==> src/rtl/axi2apb_cmd_queue_if.sv <==
// AXI write/read address channels feeding the AXI-to-APB command queue.
interface axi2apb_cmd_queue_if #(
    parameter int AXI_ID_WIDTH   = 6,
    parameter int AXI_ADDR_WIDTH = 32
);
    logic [AXI_ID_WIDTH-1:0]   AWID;
    logic [AXI_ADDR_WIDTH-1:0] AWADDR;
    logic [7:0]                AWLEN;
    logic [2:0]                AWSIZE;
    logic [1:0]                AWBURST;
    logic                      AWVALID;
    logic                      AWREADY;

    logic [AXI_ID_WIDTH-1:0]   ARID;
    logic [AXI_ADDR_WIDTH-1:0] ARADDR;
    logic [7:0]                ARLEN;
    logic [2:0]                ARSIZE;
    logic [1:0]                ARBURST;
    logic                      ARVALID;
    logic                      ARREADY;

    modport master (
        output AWID, AWADDR, AWLEN, AWSIZE, AWBURST, AWVALID,
        output ARID, ARADDR, ARLEN, ARSIZE, ARBURST, ARVALID,
        input  AWREADY, ARREADY
    );

    modport slave (
        input  AWID, AWADDR, AWLEN, AWSIZE, AWBURST, AWVALID,
        input  ARID, ARADDR, ARLEN, ARSIZE, ARBURST, ARVALID,
        output AWREADY, ARREADY
    );
endinterface

==> src/rtl/axi2apb_cmd_queue.sv <==
// AW/AR arbitration and command FIFO for the AXI-to-APB bridge.
// Define AXI2APB_CMD_BURST_EN to expand INCR bursts into per-beat APB addresses.
module axi2apb_cmd_queue #(
    parameter int AXI_ID_WIDTH   = 6,
    parameter int AXI_ADDR_WIDTH = 32,
    parameter int APB_ADDR_WIDTH = 12,
    parameter int APB_DATA_WIDTH = 32,
    parameter int CMD_DEPTH      = 4
) (
    input  logic                          clk,
    input  logic                          rst,
    axi2apb_cmd_queue_if.slave            axi,
    input  logic                          finish_wr,
    input  logic                          finish_rd,
    output logic                          cmd_empty,
    output logic                          cmd_read,
    output logic [AXI_ID_WIDTH-1:0]       cmd_id,
    output logic [APB_ADDR_WIDTH+3:0]     cmd_addr,
    output logic                          cmd_err,
    output logic                          cmd_last,
    output logic [$clog2(CMD_DEPTH):0]    cmd_count
);
    localparam int PTR_W = $clog2(CMD_DEPTH);
    localparam int CA_W  = APB_ADDR_WIDTH + 4;
    localparam logic [2:0] LEGAL_SIZE = 3'($clog2(APB_DATA_WIDTH / 8));

    logic [AXI_ID_WIDTH-1:0] id_mem   [CMD_DEPTH];
    logic [CA_W-1:0]         addr_mem [CMD_DEPTH];
    logic                    err_mem  [CMD_DEPTH];
    logic                    read_mem [CMD_DEPTH];

    logic [PTR_W-1:0] wr_ptr, rd_ptr;
    logic [PTR_W:0]   count;
    logic             last_rd;
    logic             full, grant_rd, push, pop_beat, retire;

    logic [AXI_ID_WIDTH-1:0] push_id;
    logic [CA_W-1:0]         push_addr;
    logic [7:0]              push_len;
    logic [2:0]              push_size;
    logic [1:0]              push_burst;
    logic                    push_err;
    logic                    unused_bits;

    // Ties and idle both favour the direction that did not push last.
    assign grant_rd = (axi.ARVALID == axi.AWVALID) ? ~last_rd : axi.ARVALID;
    assign full     = (count == (PTR_W+1)'(CMD_DEPTH));
    assign axi.ARREADY = grant_rd & ~full;
    assign axi.AWREADY = ~grant_rd & ~full;
    assign push = grant_rd ? (axi.ARVALID & ~full) : (axi.AWVALID & ~full);

    assign push_id    = grant_rd ? axi.ARID              : axi.AWID;
    assign push_addr  = grant_rd ? axi.ARADDR[CA_W-1:0]  : axi.AWADDR[CA_W-1:0];
    assign push_len   = grant_rd ? axi.ARLEN             : axi.AWLEN;
    assign push_size  = grant_rd ? axi.ARSIZE            : axi.AWSIZE;
    assign push_burst = grant_rd ? axi.ARBURST           : axi.AWBURST;

    assign unused_bits = ^{axi.AWADDR[AXI_ADDR_WIDTH-1:CA_W],
                           axi.ARADDR[AXI_ADDR_WIDTH-1:CA_W], push_burst};

    assign cmd_empty = (count == '0);
    assign cmd_count = count;
    assign cmd_read  = ~cmd_empty & read_mem[rd_ptr];
    assign cmd_id    = cmd_empty ? '0 : id_mem[rd_ptr];
    assign cmd_err   = ~cmd_empty & err_mem[rd_ptr];

    assign pop_beat = ~cmd_empty & (cmd_read ? finish_rd : finish_wr);
    assign retire   = pop_beat & cmd_last;

`ifdef AXI2APB_CMD_BURST_EN
    logic [7:0] len_mem  [CMD_DEPTH];
    logic [2:0] size_mem [CMD_DEPTH];
    logic [7:0] beat;
    logic [7:0] head_len;

    // Only INCR may carry more than one beat.
    assign push_err = (push_size != LEGAL_SIZE) | ((push_burst != 2'b01) & (push_len != 8'd0));
    assign head_len = cmd_empty ? 8'd0 : len_mem[rd_ptr];
    assign cmd_last = (beat == head_len);
    assign cmd_addr = cmd_empty ? '0
                    : addr_mem[rd_ptr] + (CA_W'(beat) << size_mem[rd_ptr]);

    always_ff @(posedge clk) begin
        if (push) begin
            len_mem[wr_ptr]  <= push_len;
            size_mem[wr_ptr] <= push_size;
        end
    end

    always_ff @(posedge clk) begin
        if (rst)
            beat <= 8'd0;
        else if (retire)
            beat <= 8'd0;
        else if (pop_beat)
            beat <= beat + 8'd1;
    end
`else
    assign push_err = (push_size != LEGAL_SIZE) | (push_len != 8'd0);
    assign cmd_last = 1'b1;
    assign cmd_addr = cmd_empty ? '0 : addr_mem[rd_ptr];
`endif

    always_ff @(posedge clk) begin
        if (push) begin
            id_mem[wr_ptr]   <= push_id;
            addr_mem[wr_ptr] <= push_addr;
            err_mem[wr_ptr]  <= push_err;
            read_mem[wr_ptr] <= grant_rd;
        end
    end

    always_ff @(posedge clk) begin
        if (rst) begin
            wr_ptr  <= '0;
            rd_ptr  <= '0;
            count   <= '0;
            last_rd <= 1'b0;
        end else begin
            if (push) begin
                wr_ptr  <= wr_ptr + 1'b1;
                last_rd <= grant_rd;
            end
            if (retire)
                rd_ptr <= rd_ptr + 1'b1;
            case ({push, retire})
                2'b10:   count <= count + 1'b1;
                2'b01:   count <= count - 1'b1;
                default: count <= count;
            endcase
        end
    end
endmodule

==> src/flat_wrapper.sv <==
// flat-port wrapper written by rule: the top's interface ports become plain ports
module axi2apb_cmd_queue_flat 
#(
    parameter int AXI_ID_WIDTH   = 6,
    parameter int AXI_ADDR_WIDTH = 32,
    parameter int APB_ADDR_WIDTH = 12,
    parameter int APB_DATA_WIDTH = 32,
    parameter int CMD_DEPTH      = 4
)
  (clk, rst, finish_wr, finish_rd, cmd_empty, cmd_read, cmd_id, cmd_addr, cmd_err, cmd_last, cmd_count, axi_AWID, axi_AWADDR, axi_AWLEN, axi_AWSIZE, axi_AWBURST, axi_AWVALID, axi_ARID, axi_ARADDR, axi_ARLEN, axi_ARSIZE, axi_ARBURST, axi_ARVALID, axi_AWREADY, axi_ARREADY);
  axi2apb_cmd_queue_if #(.AXI_ID_WIDTH(AXI_ID_WIDTH), .AXI_ADDR_WIDTH(AXI_ADDR_WIDTH)) axi_i ();
  input  logic clk;
  input  logic rst;
  input  logic finish_wr;
  input  logic finish_rd;
  output logic cmd_empty;
  output logic cmd_read;
  output logic [AXI_ID_WIDTH-1:0] cmd_id;
  output logic [APB_ADDR_WIDTH+3:0] cmd_addr;
  output logic cmd_err;
  output logic cmd_last;
  output logic [$clog2(CMD_DEPTH):0] cmd_count;
  input wire logic [$bits(axi_i.AWID)-1:0] axi_AWID;
  input wire logic [$bits(axi_i.AWADDR)-1:0] axi_AWADDR;
  input wire logic [$bits(axi_i.AWLEN)-1:0] axi_AWLEN;
  input wire logic [$bits(axi_i.AWSIZE)-1:0] axi_AWSIZE;
  input wire logic [$bits(axi_i.AWBURST)-1:0] axi_AWBURST;
  input wire logic [$bits(axi_i.AWVALID)-1:0] axi_AWVALID;
  input wire logic [$bits(axi_i.ARID)-1:0] axi_ARID;
  input wire logic [$bits(axi_i.ARADDR)-1:0] axi_ARADDR;
  input wire logic [$bits(axi_i.ARLEN)-1:0] axi_ARLEN;
  input wire logic [$bits(axi_i.ARSIZE)-1:0] axi_ARSIZE;
  input wire logic [$bits(axi_i.ARBURST)-1:0] axi_ARBURST;
  input wire logic [$bits(axi_i.ARVALID)-1:0] axi_ARVALID;
  output wire logic [$bits(axi_i.AWREADY)-1:0] axi_AWREADY;
  output wire logic [$bits(axi_i.ARREADY)-1:0] axi_ARREADY;
  assign axi_i.AWID = axi_AWID;
  assign axi_i.AWADDR = axi_AWADDR;
  assign axi_i.AWLEN = axi_AWLEN;
  assign axi_i.AWSIZE = axi_AWSIZE;
  assign axi_i.AWBURST = axi_AWBURST;
  assign axi_i.AWVALID = axi_AWVALID;
  assign axi_i.ARID = axi_ARID;
  assign axi_i.ARADDR = axi_ARADDR;
  assign axi_i.ARLEN = axi_ARLEN;
  assign axi_i.ARSIZE = axi_ARSIZE;
  assign axi_i.ARBURST = axi_ARBURST;
  assign axi_i.ARVALID = axi_ARVALID;
  assign axi_AWREADY = axi_i.AWREADY;
  assign axi_ARREADY = axi_i.ARREADY;
  axi2apb_cmd_queue #(.AXI_ID_WIDTH(AXI_ID_WIDTH), .AXI_ADDR_WIDTH(AXI_ADDR_WIDTH), .APB_ADDR_WIDTH(APB_ADDR_WIDTH), .APB_DATA_WIDTH(APB_DATA_WIDTH), .CMD_DEPTH(CMD_DEPTH)) u_core (.clk(clk), .rst(rst), .axi(axi_i), .finish_wr(finish_wr), .finish_rd(finish_rd), .cmd_empty(cmd_empty), .cmd_read(cmd_read), .cmd_id(cmd_id), .cmd_addr(cmd_addr), .cmd_err(cmd_err), .cmd_last(cmd_last), .cmd_count(cmd_count));
endmodule
==> config.mk <==
export PLATFORM = sky130hd
export DESIGN_NAME = axi2apb_cmd_queue_flat
export DESIGN_NICKNAME = d
export VERILOG_FILES = /design/src/rtl/axi2apb_cmd_queue_if.sv /design/src/rtl/axi2apb_cmd_queue.sv /design/src/flat_wrapper.sv
export SDC_FILE = /design/constraint.sdc
export NUM_CORES = 1
export LEC_CHECK = 0
export ABC_AREA = 0
export BUFFER_PORTS_ARGS = -buffer_cell sky130_fd_sc_hd__buf_2
export CAP_MARGIN = 20
export CORE_MARGIN = 5
export CORE_UTILIZATION = 51
export DETAILED_ROUTE_END_ITERATION = 8
export PLACE_DENSITY_LB_ADDON = 0.12
export SYNTH_ARGS = -nofsm -noshare
export SYNTH_HDL_FRONTEND = slang
export SYNTH_SLANG_ARGS = --single-unit
export TNS_END_PERCENT = 10
==> constraint.sdc <==
create_clock -name clk -period 3.35 [get_ports clk]
set_clock_uncertainty 0.2 [all_clocks]
set_input_delay 0.5025 -clock clk [delete_from_list [all_inputs] [get_ports clk]]
set_output_delay 0.5025 -clock clk [all_outputs]
set_load 0.02 [all_outputs]
==> summary.md <==
| Metric | Value |
|---|---|
| Status | finished, final reports clean |
| R2r worst-path depth | 8 |
| DIE AREA | 10970 µm² |
| CP Cell Sequence | buf_4, mux4_2, nor2b_1, buf_2 |
| Final Cycle Share | 81.33% |
| Critical Path Stages | 4 |
| HP Start | rst |
| CP Data Arrival Time | 2020 ps |
| R2r setup slk | 670 ps |
| Reg2reg end | u_core.cmd_count[2]$_SDFFE_PP0P_ |
| Post-CTS setup buffer count | 0 |
| Max-Cap Viols | 0 |
| Final Hold Viols | 0 |
| DRT Wirelength | 8410 µm |
| Placed cells | 466 |
| Initial antenna violation count | 0 |
| Max VDD drop | 0.4175 mV |
| P per Cell Area | 750.8 nW/µm² |
| Post-CTS Resized | 0 |
| Sequential area share after synthesis | 67.36% |
| Worst-path fanout max | 23 |
| Layout area overhead | 19.60% |
| Gr usage total | 15.53% |
| Unrepaired setup endpoints after global routing | false |
| DRT antenna net count | 0 |
| Setup violators final | 0 |
| Drc violations | 0 |
| IO Pins | 139 |
| Peak Freq | 367.0 MHz |
| Met3 usage in global routing | 3.021% |
| Worst-Skew Late Latency | 360 ps |
| EDFF count, synth | 96 |
| Critical Path Start Type | register |
| Nets | 484 |
| Reg clk slew, reported paths | 100 ps |
| Reg-to-reg startpoint | u_core.read_mem[3]$_DFFE_PP_ |
| Initial DRC count | 80 |
| Yosys reg bits | 106 |
| CP delay by family, top | multiplexers |
| Vias per Instance | 5.299 |
| GRT met2 Usage | 26.03% |
| Number of global-route vias before repair | 2696 |
| Core Region | 8721 µm² |
| Ys Warns | 0 |
| Final Wtd Congestion | 0.7394 |
| CTS buffer count | 9 |
| Slowest cell delay on critical path | 600 ps |
| Die Ht | 104.7 µm |
| Hold EP | u_core.cmd_count[2]$_SDFFE_PP0P_ |
| Initial Utilization | 52.48% |
| Post-CTS Hold Buffers | 0 |
| HPWL Detailed | 5607 µm |
| Syn_area_per_cell | 17.60 µm² |
| Non-Filler Instances | 481 |
| Leak | 0.002041 µW |
| Worst path required time | 2650 ps |
| Met1 Use GR | 19.95% |
| Number of I/O port buffers | 101 |
| Syn nets | 375 |
| Yosys cell types | 31 |
| Clk buf depth | 2 |
| Most used DFF post-synth | edfxtp_1 |
| Drt pass-1 iters | 4 |
| First-pass GRT wire length | 13380 µm |
| TritonCTS Sinks | 106 |
| Post-Syn Area | 4577 µm² |
| Die W | 104.7 µm |
| Layout cells sized above 1 | 49.06% |
| Final min period | 2724 ps |
| Post-Syn Instances | 260 |
| Root Buffer | clkbuf_8 |
| Crit end category | output port |
| Pin count of the biggest net entering global routing | 25 |
| H-tree levels | 3 |
| Grt ovf | 0 |
| Hold path cells | 2 |
| Worst-path cell with the longest stage delay | mux4_2 |
| # diodes | 0 |
| CP Buf/Inv Count | 2 |
| WL/cell | 17.48 µm |
| Crit path kind | register to output port |
| Max-slew violations | 0 |
| Layer with the highest usage | met2 |
| Number of cell rows | 34 |
| Vias after detailed routing | 2549 |
| Setup TNS | 0 ps |
| Hold crit path type | input port to register |
| CTS tree | done |
| Post-synth ARST share | 0% |
worst reg2reg max path, stage by stage, from the launching register on:
cell	delay, ps
edfxtp_1	370
mux4_2	550
mux2i_4	250
ha_1	230
inv_1	70
fa_1	370
xor2_1	150
or3_1	300
a21oi_1	130
cells in the mapped netlist (3+ instances only):
library cell  number  area share (%)
dfxtp_1           10             4.4
inv_1             10            0.82
clkbuf_1           9            0.74
ha_1               6             1.6
nand3_1            4            0.44
a21oi_1            6            0.66
mux4_2            24              12
buf_2              4            0.44
nor2_1             9            0.74
nor2b_1           26             3.6
nor3_1             3            0.33
edfxtp_1          96              63
mux2_2            24             5.9
o21ai_0            3            0.33
and3_1             4            0.55
where the power goes:
group | switching [µW] | total (µW) | internal (µW)
Sequential | 82.4 | 1810 | 1730
Clock | 429 | 858 | 429
Combinational | 830 | 1440 | 613
Total | 1340 | 4110 | 2770
area by class of cell:
type	instances	area [µm²]
fillers	649	3247
flip-flops and latches	106	3084
multi-input cells	129	1400
repair buffers	113	595.6
well taps	108	135.1
clock buffers	9	123.9
clock inverters	6	97.59
inverters	10	37.54
sequential cells by signal, summed over array words and instances, names as in the netlist, named ones only:
signal	flops
u_core.err_mem	4
u_core.read_mem	4
u_core.id_mem	24
u_core.rd_ptr	2
u_core.wr_ptr	2
u_core.addr_mem	64
u_core.cmd_count	3
u_core.last_rd	1
cells by family (layout without fill, tap and decap cells):
| group | after synthesis | count (layout) | synth area share [%] |
|---|---|---|---|
| AOI/OAI and AO/OA | 14 | 14 | 1.859 |
| xor gates and xnor gates | 2 | 2 | 0.3828 |
| and+or+nand+nor | 53 | 53 | 6.752 |
| muxes | 52 | 52 | 19.08 |
| other | 1 | 1 | 0.08193 |
| buffers and inverters | 25 | 138 | 2.406 |
| adders and majority gates | 7 | 7 | 2.078 |
| DFF | 106 | 106 | 67.36 |
cell usage in the layout, fill, tap and decap left out, drive strengths merged:
| master | netlist | routed |
|---|---|---|
| a211oi | 1 | 1 |
| a21oi | 6 | 6 |
| and3 | 4 | 4 |
| buf | 6 | 113 |
| bufinv | 0 | 2 |
| clkbuf | 9 | 9 |
| clkinv | 0 | 1 |
| conb | 1 | 1 |
| dfxtp | 10 | 10 |
| edfxtp | 96 | 96 |
| fa | 1 | 1 |
| ha | 6 | 6 |
| inv | 10 | 13 |
| mux2 | 26 | 26 |
| mux2i | 2 | 2 |
| mux4 | 24 | 24 |
| nand3 | 4 | 4 |
| nor2 | 9 | 9 |
| nor2b | 26 | 26 |
| nor3 | 3 | 3 |
| nor3b | 1 | 1 |
| nor4 | 2 | 2 |
| nor4b | 2 | 2 |
| o21ai | 3 | 3 |
| o311ai | 2 | 2 |
| o31ai | 2 | 2 |
| or3 | 1 | 1 |
| or3b | 1 | 1 |
| xor2 | 2 | 2 |
through the flow:
| step | utilization, % | setup slack (ps) | hold slack (ps) | power, µW | cell area [µm²] |
|---|---|---|---|---|---|
| floorplan | - | 690.0 | 283.7 | 2827 | 4577 |
| global placement | 60.23 | 703.6 | 299.4 | 3288 | 5253 |
| detailed placement | 60.23 | 678.2 | 309.9 | 3315 | 5253 |
| CTS | 62.77 | 552.2 | 227.2 | 4161 | 5474 |
| global route | 62.77 | 481.3 | 241.7 | 4332 | 5474 |
| finish | 62.77 | 625.5 | 241.3 | 4110 | 5474 |
worst max path at each step:
stage / startpoint / endpoint / slack (ps)
final: register / cmd_addr[14] / 630
after global routing: register / cmd_addr[14] / 480
after CTS: register / cmd_addr[14] / 550
after detailed placement: u_core.read_mem[2]$_DFFE_PP_ / u_core.cmd_count[2]$_SDFFE_PP0P_ / 680
after global placement: register / u_core.cmd_count[2]$_SDFFE_PP0P_ / 700
after floorplan: register / u_core.cmd_count[2]$_SDFFE_PP0P_ / 690
metal layers:
metal	vias to the layer above	wire, µm	part of all wire [%]
met3	12	483	5.7
met5	-	0	0
met1	1232	3547	42
met2	85	4241	50
met4	0	138	1.6
li1	1220	-	-
(Power assumes the default switching activity.)
